**src/rtl/bellmanford_pkg.sv**
```systemverilog
// Shared constants and FSM encoding for the bellmanford core and its result streamer.
package bellmanford_pkg;

  localparam int BF_ADDR_WIDTH = 13;
  localparam int BF_DATA_WIDTH = 16;
  localparam int BF_NUM_NODES  = 8192;
  localparam logic [BF_DATA_WIDTH-1:0] BF_INF_VALUE = 16'hFFFF;

  typedef enum logic [1:0] {
    ST_IDLE,
    ST_STREAM,
    ST_NEG,
    ST_DONE
  } bf_state_e;

endpackage

```
**src/rtl/bellmanford_result_streamer_if.sv**
```systemverilog
// Valid/ready record stream carrying one Output Memory entry (or the negative-cycle flag).
interface bellmanford_result_streamer_if
  import bellmanford_pkg::*;
#(
  parameter int ADDR_WIDTH = BF_ADDR_WIDTH,
  parameter int DATA_WIDTH = BF_DATA_WIDTH
);

  logic                  out_valid;
  logic                  out_ready;
  logic [DATA_WIDTH-1:0] out_data;
  logic [ADDR_WIDTH-1:0] out_index;
  logic                  out_unreachable;
  logic                  out_negcycle;
  logic                  out_last;

  modport master (
    output out_valid, out_data, out_index, out_unreachable, out_negcycle, out_last,
    input  out_ready
  );

  modport slave (
    input  out_valid, out_data, out_index, out_unreachable, out_negcycle, out_last,
    output out_ready
  );

endinterface

```
**src/rtl/bellmanford_result_streamer_out_reg.sv**
```systemverilog
// bf_out_reg: one-entry valid/ready output register; a load may coincide with consumption.
module bf_out_reg
  import bellmanford_pkg::*;
#(
  parameter int ADDR_WIDTH = BF_ADDR_WIDTH,
  parameter int DATA_WIDTH = BF_DATA_WIDTH
) (
  input  logic                  clock,
  input  logic                  reset,
  input  logic                  load,
  input  logic [DATA_WIDTH-1:0] ld_data,
  input  logic [ADDR_WIDTH-1:0] ld_index,
  input  logic                  ld_unreachable,
  input  logic                  ld_negcycle,
  input  logic                  ld_last,
  input  logic                  ready,
  output logic                  valid,
  output logic [DATA_WIDTH-1:0] data,
  output logic [ADDR_WIDTH-1:0] index,
  output logic                  unreachable,
  output logic                  negcycle,
  output logic                  last
);

  logic                  valid_q, valid_d;
  logic [DATA_WIDTH-1:0] data_q, data_d;
  logic [ADDR_WIDTH-1:0] index_q, index_d;
  logic                  unreachable_q, unreachable_d;
  logic                  negcycle_q, negcycle_d;
  logic                  last_q, last_d;

  // Payload only changes on a load, so it stays stable while the consumer stalls.
  always_comb begin
    valid_d       = valid_q & ~ready;
    data_d        = data_q;
    index_d       = index_q;
    unreachable_d = unreachable_q;
    negcycle_d    = negcycle_q;
    last_d        = last_q;
    if (load) begin
      valid_d       = 1'b1;
      data_d        = ld_data;
      index_d       = ld_index;
      unreachable_d = ld_unreachable;
      negcycle_d    = ld_negcycle;
      last_d        = ld_last;
    end
  end

  always_ff @(posedge clock) begin
    if (reset) begin
      valid_q       <= 1'b0;
      data_q        <= '0;
      index_q       <= '0;
      unreachable_q <= 1'b0;
      negcycle_q    <= 1'b0;
      last_q        <= 1'b0;
    end else begin
      valid_q       <= valid_d;
      data_q        <= data_d;
      index_q       <= index_d;
      unreachable_q <= unreachable_d;
      negcycle_q    <= negcycle_d;
      last_q        <= last_d;
    end
  end

  assign valid       = valid_q;
  assign data        = data_q;
  assign index       = index_q;
  assign unreachable = unreachable_q;
  assign negcycle    = negcycle_q;
  assign last        = last_q;

endmodule

```
**src/rtl/bellmanford_result_streamer.sv**
```systemverilog
// Drains the bellmanford Output Memory as a record stream on Finish, or emits a single
// negative-cycle record on NegCycle.
module bellmanford_result_streamer
  import bellmanford_pkg::*;
#(
  parameter int                    ADDR_WIDTH = BF_ADDR_WIDTH,
  parameter int                    DATA_WIDTH = BF_DATA_WIDTH,
  parameter int                    NUM_NODES  = BF_NUM_NODES,
  parameter logic [DATA_WIDTH-1:0] INF_VALUE  = BF_INF_VALUE
) (
  input  logic                    clock,
  input  logic                    reset,
  input  logic                    Finish,
  input  logic                    NegCycle,
  output logic [ADDR_WIDTH-1:0]   OMAR,
  input  logic [DATA_WIDTH-1:0]   OMDR,
  bellmanford_result_streamer_if.master out_if,
  output logic                    busy,
  output logic                    done,
  output logic [ADDR_WIDTH:0]     unreach_count
);

  localparam logic [ADDR_WIDTH:0] NUM_IDX  = (ADDR_WIDTH+1)'(NUM_NODES);
  localparam logic [ADDR_WIDTH:0] LAST_IDX = (ADDR_WIDTH+1)'(NUM_NODES - 1);

  bf_state_e             state_q, state_d;
  logic [ADDR_WIDTH:0]   idx_q, idx_d;
  logic [ADDR_WIDTH:0]   unreach_q, unreach_d;
  logic                  finish_prev_q, finish_prev_d;
  logic                  neg_prev_q, neg_prev_d;

  logic                  finish_rise, neg_rise, accept;
  logic                  load;
  logic [DATA_WIDTH-1:0] ld_data;
  logic [ADDR_WIDTH-1:0] ld_index;
  logic                  ld_negcycle, ld_last;

  assign finish_rise = Finish & ~finish_prev_q;
  assign neg_rise    = NegCycle & ~neg_prev_q;
  assign accept      = out_if.out_valid & out_if.out_ready;

  // idx carries one extra bit so it can sit at NUM_NODES after the final load without wrapping.
  always_comb begin
    state_d       = state_q;
    idx_d         = idx_q;
    unreach_d     = unreach_q;
    finish_prev_d = Finish;
    neg_prev_d    = NegCycle;
    load          = 1'b0;
    ld_data       = OMDR;
    ld_index      = idx_q[ADDR_WIDTH-1:0];
    ld_negcycle   = 1'b0;
    ld_last       = (idx_q == LAST_IDX);

    if (accept && out_if.out_unreachable && (unreach_q != NUM_IDX))
      unreach_d = unreach_q + 1'b1;

    case (state_q)
      ST_IDLE: begin
        if (neg_rise)
          state_d = ST_NEG;
        else if (finish_rise)
          state_d = ST_STREAM;
      end
      ST_STREAM: begin
        if ((!out_if.out_valid || accept) && (idx_q < NUM_IDX)) begin
          load  = 1'b1;
          idx_d = idx_q + 1'b1;
        end
        if (accept && out_if.out_last)
          state_d = ST_DONE;
      end
      ST_NEG: begin
        ld_data     = '0;
        ld_index    = '0;
        ld_negcycle = 1'b1;
        ld_last     = 1'b1;
        load        = ~out_if.out_valid;
        if (accept)
          state_d = ST_DONE;
      end
      ST_DONE: begin
        state_d = ST_DONE;
      end
      default: state_d = ST_IDLE;
    endcase
  end

  always_ff @(posedge clock) begin
    if (reset) begin
      state_q       <= ST_IDLE;
      idx_q         <= '0;
      unreach_q     <= '0;
      finish_prev_q <= 1'b0;
      neg_prev_q    <= 1'b0;
    end else begin
      state_q       <= state_d;
      idx_q         <= idx_d;
      unreach_q     <= unreach_d;
      finish_prev_q <= finish_prev_d;
      neg_prev_q    <= neg_prev_d;
    end
  end

  bf_out_reg #(
    .ADDR_WIDTH (ADDR_WIDTH),
    .DATA_WIDTH (DATA_WIDTH)
  ) u_out_reg (
    .clock          (clock),
    .reset          (reset),
    .load           (load),
    .ld_data        (ld_data),
    .ld_index       (ld_index),
    .ld_unreachable (ld_data == INF_VALUE),
    .ld_negcycle    (ld_negcycle),
    .ld_last        (ld_last),
    .ready          (out_if.out_ready),
    .valid          (out_if.out_valid),
    .data           (out_if.out_data),
    .index          (out_if.out_index),
    .unreachable    (out_if.out_unreachable),
    .negcycle       (out_if.out_negcycle),
    .last           (out_if.out_last)
  );

  assign OMAR          = idx_q[ADDR_WIDTH-1:0];
  assign busy          = (state_q == ST_STREAM) | (state_q == ST_NEG);
  assign done          = (state_q == ST_DONE);
  assign unreach_count = unreach_q;

endmodule

```
**src/flat_wrapper.sv**
```systemverilog
// flat-port wrapper written by rule: the top's interface ports become plain ports
module bellmanford_result_streamer_flat import bellmanford_pkg::*;
#(
  parameter int                    ADDR_WIDTH = BF_ADDR_WIDTH,
  parameter int                    DATA_WIDTH = BF_DATA_WIDTH,
  parameter int                    NUM_NODES  = BF_NUM_NODES,
  parameter logic [DATA_WIDTH-1:0] INF_VALUE  = BF_INF_VALUE
)
  (clock, reset, Finish, NegCycle, OMAR, OMDR, busy, done, unreach_count, out_if_out_valid, out_if_out_data, out_if_out_index, out_if_out_unreachable, out_if_out_negcycle, out_if_out_last, out_if_out_ready);
  bellmanford_result_streamer_if #(.ADDR_WIDTH(ADDR_WIDTH), .DATA_WIDTH(DATA_WIDTH)) out_if_i ();
  input  logic clock;
  input  logic reset;
  input  logic Finish;
  input  logic NegCycle;
  output logic [ADDR_WIDTH-1:0] OMAR;
  input  logic [DATA_WIDTH-1:0] OMDR;
  output logic busy;
  output logic done;
  output logic [ADDR_WIDTH:0] unreach_count;
  output wire logic [$bits(out_if_i.out_valid)-1:0] out_if_out_valid;
  output wire logic [$bits(out_if_i.out_data)-1:0] out_if_out_data;
  output wire logic [$bits(out_if_i.out_index)-1:0] out_if_out_index;
  output wire logic [$bits(out_if_i.out_unreachable)-1:0] out_if_out_unreachable;
  output wire logic [$bits(out_if_i.out_negcycle)-1:0] out_if_out_negcycle;
  output wire logic [$bits(out_if_i.out_last)-1:0] out_if_out_last;
  input wire logic [$bits(out_if_i.out_ready)-1:0] out_if_out_ready;
  assign out_if_out_valid = out_if_i.out_valid;
  assign out_if_out_data = out_if_i.out_data;
  assign out_if_out_index = out_if_i.out_index;
  assign out_if_out_unreachable = out_if_i.out_unreachable;
  assign out_if_out_negcycle = out_if_i.out_negcycle;
  assign out_if_out_last = out_if_i.out_last;
  assign out_if_i.out_ready = out_if_out_ready;
  bellmanford_result_streamer #(.ADDR_WIDTH(ADDR_WIDTH), .DATA_WIDTH(DATA_WIDTH), .NUM_NODES(NUM_NODES), .INF_VALUE(INF_VALUE)) u_core (.clock(clock), .reset(reset), .Finish(Finish), .NegCycle(NegCycle), .OMAR(OMAR), .OMDR(OMDR), .out_if(out_if_i), .busy(busy), .done(done), .unreach_count(unreach_count));
endmodule
```
**config.mk**
```make
export PLATFORM = sky130hd
export DESIGN_NAME = bellmanford_result_streamer_flat
export DESIGN_NICKNAME = d
export VERILOG_FILES = /design/src/rtl/bellmanford_pkg.sv /design/src/rtl/bellmanford_result_streamer_if.sv /design/src/rtl/bellmanford_result_streamer_out_reg.sv /design/src/rtl/bellmanford_result_streamer.sv /design/src/flat_wrapper.sv
export SDC_FILE = /design/constraint.sdc
export NUM_CORES = 1
export LEC_CHECK = 0
export ABC_AREA = 1
export CAP_MARGIN = 15
export CORE_MARGIN = 1
export CORE_UTILIZATION = 30
export DETAILED_ROUTE_END_ITERATION = 10
export PLACE_DENSITY = 0.6
export SLEW_MARGIN = 30
export SYNTH_ARGS = -nofsm -noshare
export SYNTH_HDL_FRONTEND = slang
export SYNTH_SLANG_ARGS = --single-unit
export TNS_END_PERCENT = 10
```
**constraint.sdc**
```tcl
create_clock -name clock -period 1.87 [get_ports clock]
set_input_delay 0.187 -clock clock [delete_from_list [all_inputs] [get_ports clock]]
set_output_delay 0.187 -clock clock [all_outputs]
set_load 0.05 [all_outputs]
```
==> reports/results.ini, run 1 <==
[sta]
final_hold_viol_count = 0
timing.final.max_slew_violations = 0
rsz0062_at_grt = false
maxClockFrequency_mhz = 548
tightest_slew_ns = 0.548
tns_ns = 0
setup_viol = 0
fin_crit_sh_pct = 97.6
period_minus_slack_ns = 1.83
clock_skew_ns = 0.0118
relSlewSlack_pct = 63.4

[route]
drtIter0Drc = 169
finalWirelength_um = 8420
routedWlPerCell_um = 12.8
ant_nets = 0
drc = 0
dr.pass1.iters = 4
dr_total_vias = 3041
vias_per_cell = 4.62

[power]
netSwitchingPower_uw = 2580
power_density_nw_per_um2 = 1320
p_int_uw = 3020
peakVddDrop_uv = 493
p_leak_uw = 0.00172
switching_share_pct = 46.1
power_uw = 5600
power_frac_comb_pct = 49.9
power.share.clock_pct = 18.3
seqPwrFrac_pct = 31.8

[place]
place_congestion = 0.827
io_buffers = 82
hpwl_um = 6130
dp.cells = 643

[worst_setup_path]
critPathArrivalTime_ns = 1.64
rr_worst_depth = 8
cp-end-kind = primary output
cp_data_required_time_ns = 1.68
crit_path_cell_trace = clkdlybuf4s50_1
critical-path-max-stage-delay_ns = 0.85
cp_top_family = buffers and inverters
slowest_stage = clkdlybuf4s50_1
crit_buf_inv = 1
worstSetupPathType = reg2out
cp.depth = 1
critPathMaxFanout = 6
critPathLaunchType = register

[layout]
syn2layout_area_growth_pct = 34.8
layout-drive-gt1-share_pct = 7.24
finalNonFillerCells = 658
diodes = 0
layout_common_cells = nand2_1 (94), clkdlybuf4s50_1 (75), nor2_1 (68), dfxtp_1 (65), a21oi_1 (45)
final_common_cell = nand2_1
fin_nets = 549

[die]
design.core.area_um2 = 9950
die_y_um = 104
die_area_um2 = 10900
rows = 36
die_w_um = 104
initial_utilization_pct = 31.5
pin_count = 83

[clock_tree]
root_buffer = clkbuf_8
cts_hold_buffers = 0
clock_latency_ns = 0.33
h-tree-depth = 3
cts_tree = yes
clock_path_buffers = 2
clkSinkCount = 65
numCtsBuffers = 9
clk_pin_slew_ns = 0.07

[outcome]
status = finished, final reports clean

[synthesis]
synth_area_per_cell_um2 = 7.05
ys_seq_elements = 65
syn-num-nets = 473
synthDominantCellAreaShare_pct = 41.5
synth_cells = 445
syn-cell-area_um2 = 3140
synth_warnings = 0
synth_top_cell_by_area = dfxtp_1
synth_area_leaders = dfxtp_1 (41%), nand2_1 (11%), nor2_1 (8.1%)
ys_seq_area_share_pct = 41.5
ys_types = 25

[grt]
grt.overflow.total = 0
grt_pass1_wl_um = 14000
antenna_found_initial = 0
grt_pass1_vias = 3014
grt_start_max_net_pins = 43
globalRouteTotalUtil_pct = 16.0

[worst_hold_path]
hold_path.class = in2reg
hold_depth = 3

[run]
drv_cap = 0

per-layer routing:
layer	up-vias	part of all wire, %	GRT usage [%]
li1	1577	-	-
met1	1394	46	18.8
met2	61	50	28.0
met3	9	3.4	4.01
met4	0	1.1	5.31
met5	-	0	0
cells by family after synthesis:
logic type | count (synthesis) | synth area share (%)
and+or+nand+nor | 222 | 30.7
buffers and inverters | 79 | 12.1
DFF | 65 | 41.5
AOI/OAI and AO/OA | 63 | 10.5
xor gates and xnor gates | 9 | 2.51
adders and majority gates | 7 | 2.79
synthesized netlist by cell type, drive strengths merged:
cell type  count
nand2         95
nor2          68
dfxtp         65
inv           46
a21oi         45
nand4         32
buf           22
nand3         19
o21ai         17
clkbuf        11
ha             7
xor2           7
nor3           6
xnor2          2
a22oi          1
and3           1
nand3b         1
registers in the layout, indices dropped and copies added, names as in the netlist, 2 cells and up:
register and flops:
u_core.u_out_reg.data 16, u_core.idx_q 14, u_core.unreach_count 14, u_core.u_out_reg.index 13
u_core.state_q 2
power groups by stage:
stage	clock network, uW	logic [uW]	registers (uW)
after global placement	0	2780	1810
after floorplan	0	1390	2350
final	1030	2800	1780
after CTS	1060	2810	1780
after detailed placement	0	2800	1810
after global routing	1120	3030	1810
metrics by stage:
step	utilization, %	cell area (um^2)	worst slack, ns	hold WS, ns
after global placement	40.8	4060	0.141	0.454
after floorplan	-	3140	0.0671	0.312
after detailed placement	40.8	4060	0.108	0.460
after global routing	42.5	4230	0.000755	0.440
after CTS	42.4	4220	0.0354	0.402
final	42.5	4230	0.0446	0.415
path summary, 6_finish.rpt:
kind / from / end / slack [ns]
worst max register to register: u_core.state_q[1] / u_core.u_out_reg.data[15] / 0.18
worst min register to register: u_core.u_out_reg.index[12] / u_core.u_out_reg.index[12] / 0.47
worst min-delay path: Finish / u_core.finish_prev_q / 0.41
worst max-delay path: u_core.idx_q[3] / OMAR[3] / 0.04
area by class of cell:
| type | count | area (um^2) |
|---|---|---|
| Fill cell | 1023 | 5720 |
| Timing Repair Buffer | 98 | 968 |
| Inverter | 46 | 173 |
| Multi-Input combinational cell | 301 | 1460 |
| Clock buffer | 12 | 145 |
| Clock inverter | 3 | 17.5 |
| Tap cell | 133 | 166 |
| Sequential cell | 65 | 1300 |
what timing repair did:
item,CTS,global route
endpoints found under the hold margin,0,0
endpoints found under the setup margin,0,4
gates resized for setup,0,4
buffers inserted,0,0
(Power assumes the default switching activity.)
==> inputs of run 2 (changes only) <==
- CAP_MARGIN: 15 -> 40
==> results of run 2 <==
Final layout, timing and power as in run 1 (identical DEF).
==> inputs of run 3 (changes only) <==
- ABC_AREA: 1 -> not set
- GPL_ROUTABILITY_DRIVEN: not set -> 0
- PLACE_DENSITY: 0.6 -> 0.59
==> run 3 against run 2 <==
Effect of this change: first-iteration DRC count is 43% lower; sequential power is 8% lower; die area up 3.9%; global-route usage rose by 0.74 points; count of clock-buffer cells in the layout is 1 lower; core utilization rose by 0.89 points; synthesized cell count is 12% lower; clock power rose by 30%; synthesized area is 4.0% higher; register-to-register slack got worse by 0.05 ns; total power decreased by 9.8%; worst hold slack worse by 0.15 ns; largest power group unchanged.
==> reports/results.ini, run 3 <==
[die]
die_w_um = 106
design.core.area_um2 = 10400
pin_count = 83
initial_utilization_pct = 31.3
die_area_um2 = 11300
die_y_um = 106
rows = 37

[worst_setup_path]
cp_top_family = buffers and inverters
critPathLaunchType = register
rr_endpoint = u_core.idx_q[13]
slowest_stage = clkdlybuf4s50_1
timing.rr.start = u_core.idx_q[1]
cp_data_required_time_ns = 1.68
worstSetupPathType = reg2out
crit_buf_inv = 1
critPathMaxFanout = 5
cp-end-kind = primary output
crit_path_cell_trace = clkdlybuf4s50_1
r2r_slack_ns = 0.13
critPathArrivalTime_ns = 1.63
critical-path-max-stage-delay_ns = 0.84
rr_worst_depth = 4

[clock_tree]
numCtsBuffers = 9
h-tree-depth = 3
clock_path_buffers = 2
clkSinkCount = 65
clk_pin_slew_ns = 0.07
cts_tree = yes
clock_latency_ns = 0.35
root_buffer = clkbuf_8

[layout]
diodes = 0
finalNonFillerCells = 610
finalInstanceArea_um2 = 4520
layout_common_cells = clkdlybuf4s50_1 (66), dfxtp_1 (61), o21ai_0 (39), nand3_1 (38), nand2b_1 (36)
largest_register_ffs = 16
layout-drive-gt1-share_pct = 12.0
final_common_cell = clkdlybuf4s50_1
fin_nets = 499
syn2layout_area_growth_pct = 38.5

[sta]
clock_skew_ns = 0.00892
fin_crit_sh_pct = 97.0
tightest_slew_ns = 0.536
period_minus_slack_ns = 1.81
relSlewSlack_pct = 64.2
holdWs_ns = 0.268
rsz0062_at_grt = false
setup_viol = 0
timing.final.max_slew_violations = 0
final_hold_viol_count = 0
maxClockFrequency_mhz = 551

[place]
hpwl_um = 6170
io_buffers = 82
dpl_cell_area_um2 = 4280
dp.cells = 596

[grt]
grt_start_max_net_pins = 36
grt_pass1_wl_um = 14900
globalRouteTotalUtil_pct = 16.7
antenna_found_initial = 0
grt_pass1_vias = 2950
grt.overflow.total = 0

[synthesis]
synth_warnings = 0
synth_area_leaders = dfxtp_1 (40%), nand2b_1 (6.9%), nor3b_1 (6.2%)
synth_top_cell_by_area = dfxtp_1
synth_area_per_cell_um2 = 8.31
syn-num-nets = 421
synthArstFlopShare_pct = 0
ys_types = 40
synth_edf_count = 0
synthDominantCellAreaShare_pct = 39.9
ys_seq_elements = 65
ys_seq_area_share_pct = 39.9
synthFlopType = dfxtp_1
ys_top_cells_by_count = dfxtp_1 (65), o21ai_0 (39), nand3_1 (38), nand2b_1 (36), nor3b_1 (27)
synth_cells = 393
synth_most_common_cell = dfxtp_1
syn-cell-area_um2 = 3260

[route]
finalWirelength_um = 8790
ant_nets = 0
dr.pass1.iters = 5
vias_per_cell = 4.99
drc = 0
drtIter0Drc = 96
routedWlPerCell_um = 14.4
dr_total_vias = 3046

[power]
peakVddDrop_uv = 462
p_leak_uw = 0.00170
power_density_nw_per_um2 = 1120

[run]
drv_cap = 0

[worst_hold_path]
hold_path.class = in2reg
holdPathEnd = u_core.unreach_count[10]
min-delay-start = reset
hold_depth = 2

[outcome]
status = finished, final reports clean

-- run 3: per-stage QoR --
stage               TNS [ns]  total power, uW  setup WS, ns  util (%)
global placement           0             3740       0.00286      41.1
global route               0             5340       0.00808      43.4
floorplan              -1.77             2950       -0.0564         -
finish                     0             5050        0.0560      43.4
CTS                        0             5110        0.0104      43.1
detailed placement   -0.0674             3750       -0.0322      41.1
-- run 3: final cells by class --
type                    count  area, um^2
multi-input cells         278        1740
inverters                  11        41.3
clock buffers              11         151
well taps                 136         170
repair buffers            106        1050
clock inverters             3        65.1
fillers                  1053        5890
flip-flops and latches     65        1310
-- run 3: worst max-delay path by stage --
stage	endpoint	slack (ns)	from	cells after the start
3_5_place_dp	u_core.idx_q[9]	-0.03	out_if_out_ready	5
3_3_place_gp	u_core.idx_q[7]	0.003	out_if_out_ready	5
4_1_cts	unreach_count[2]	0.01	u_core.unreach_count[2]	1
2_1_floorplan	u_core.u_out_reg.unreachable	-0.06	u_core.state_q[0]	7
6_report	unreach_count[10]	0.06	u_core.unreach_count[10]	1
5_1_grt	unreach_count[10]	0.008	u_core.unreach_count[10]	1
-- run 3: per-layer routing --
metal / global-route usage (%) / up-vias / part of all wire (%)
met5: 0 / - / 0
met4: 5.65 / 0 / 1.0
met3: 4.78 / 9 / 5.7
met2: 26.7 / 72 / 47
met1: 21.5 / 1431 / 47
li1: - / 1534 / -
-- run 3: cell families (layout without fill, tap and decap cells) --
logic type	count (synthesis)	count (layout)	share of synthesized area, %
and+or+nand+nor	188	188	34.0
xor gates and xnor gates	9	9	2.41
buffers and inverters	50	131	7.47
DFF	65	65	39.9
muxes	6	6	2.03
AOI/OAI and AO/OA	68	68	11.6
adders and majority gates	7	7	2.68
-- run 3: repair_timing --
item	4_1_cts	5_1_grt
endpoints found under the setup margin	4	15
gates resized for setup	4	12
cloned	0	0
setup buffers	0	0
pin swaps	0	2
hold buffers	0	0
-- run 3: where the power goes --
| part | total, uW | internal (uW) | switching, uW |
|---|---|---|---|
| logic | 2080 | 756 | 1320 |
| clock network | 1340 | 807 | 535 |
| registers | 1630 | 1530 | 103 |
| total | 5050 | 3090 | 1960 |
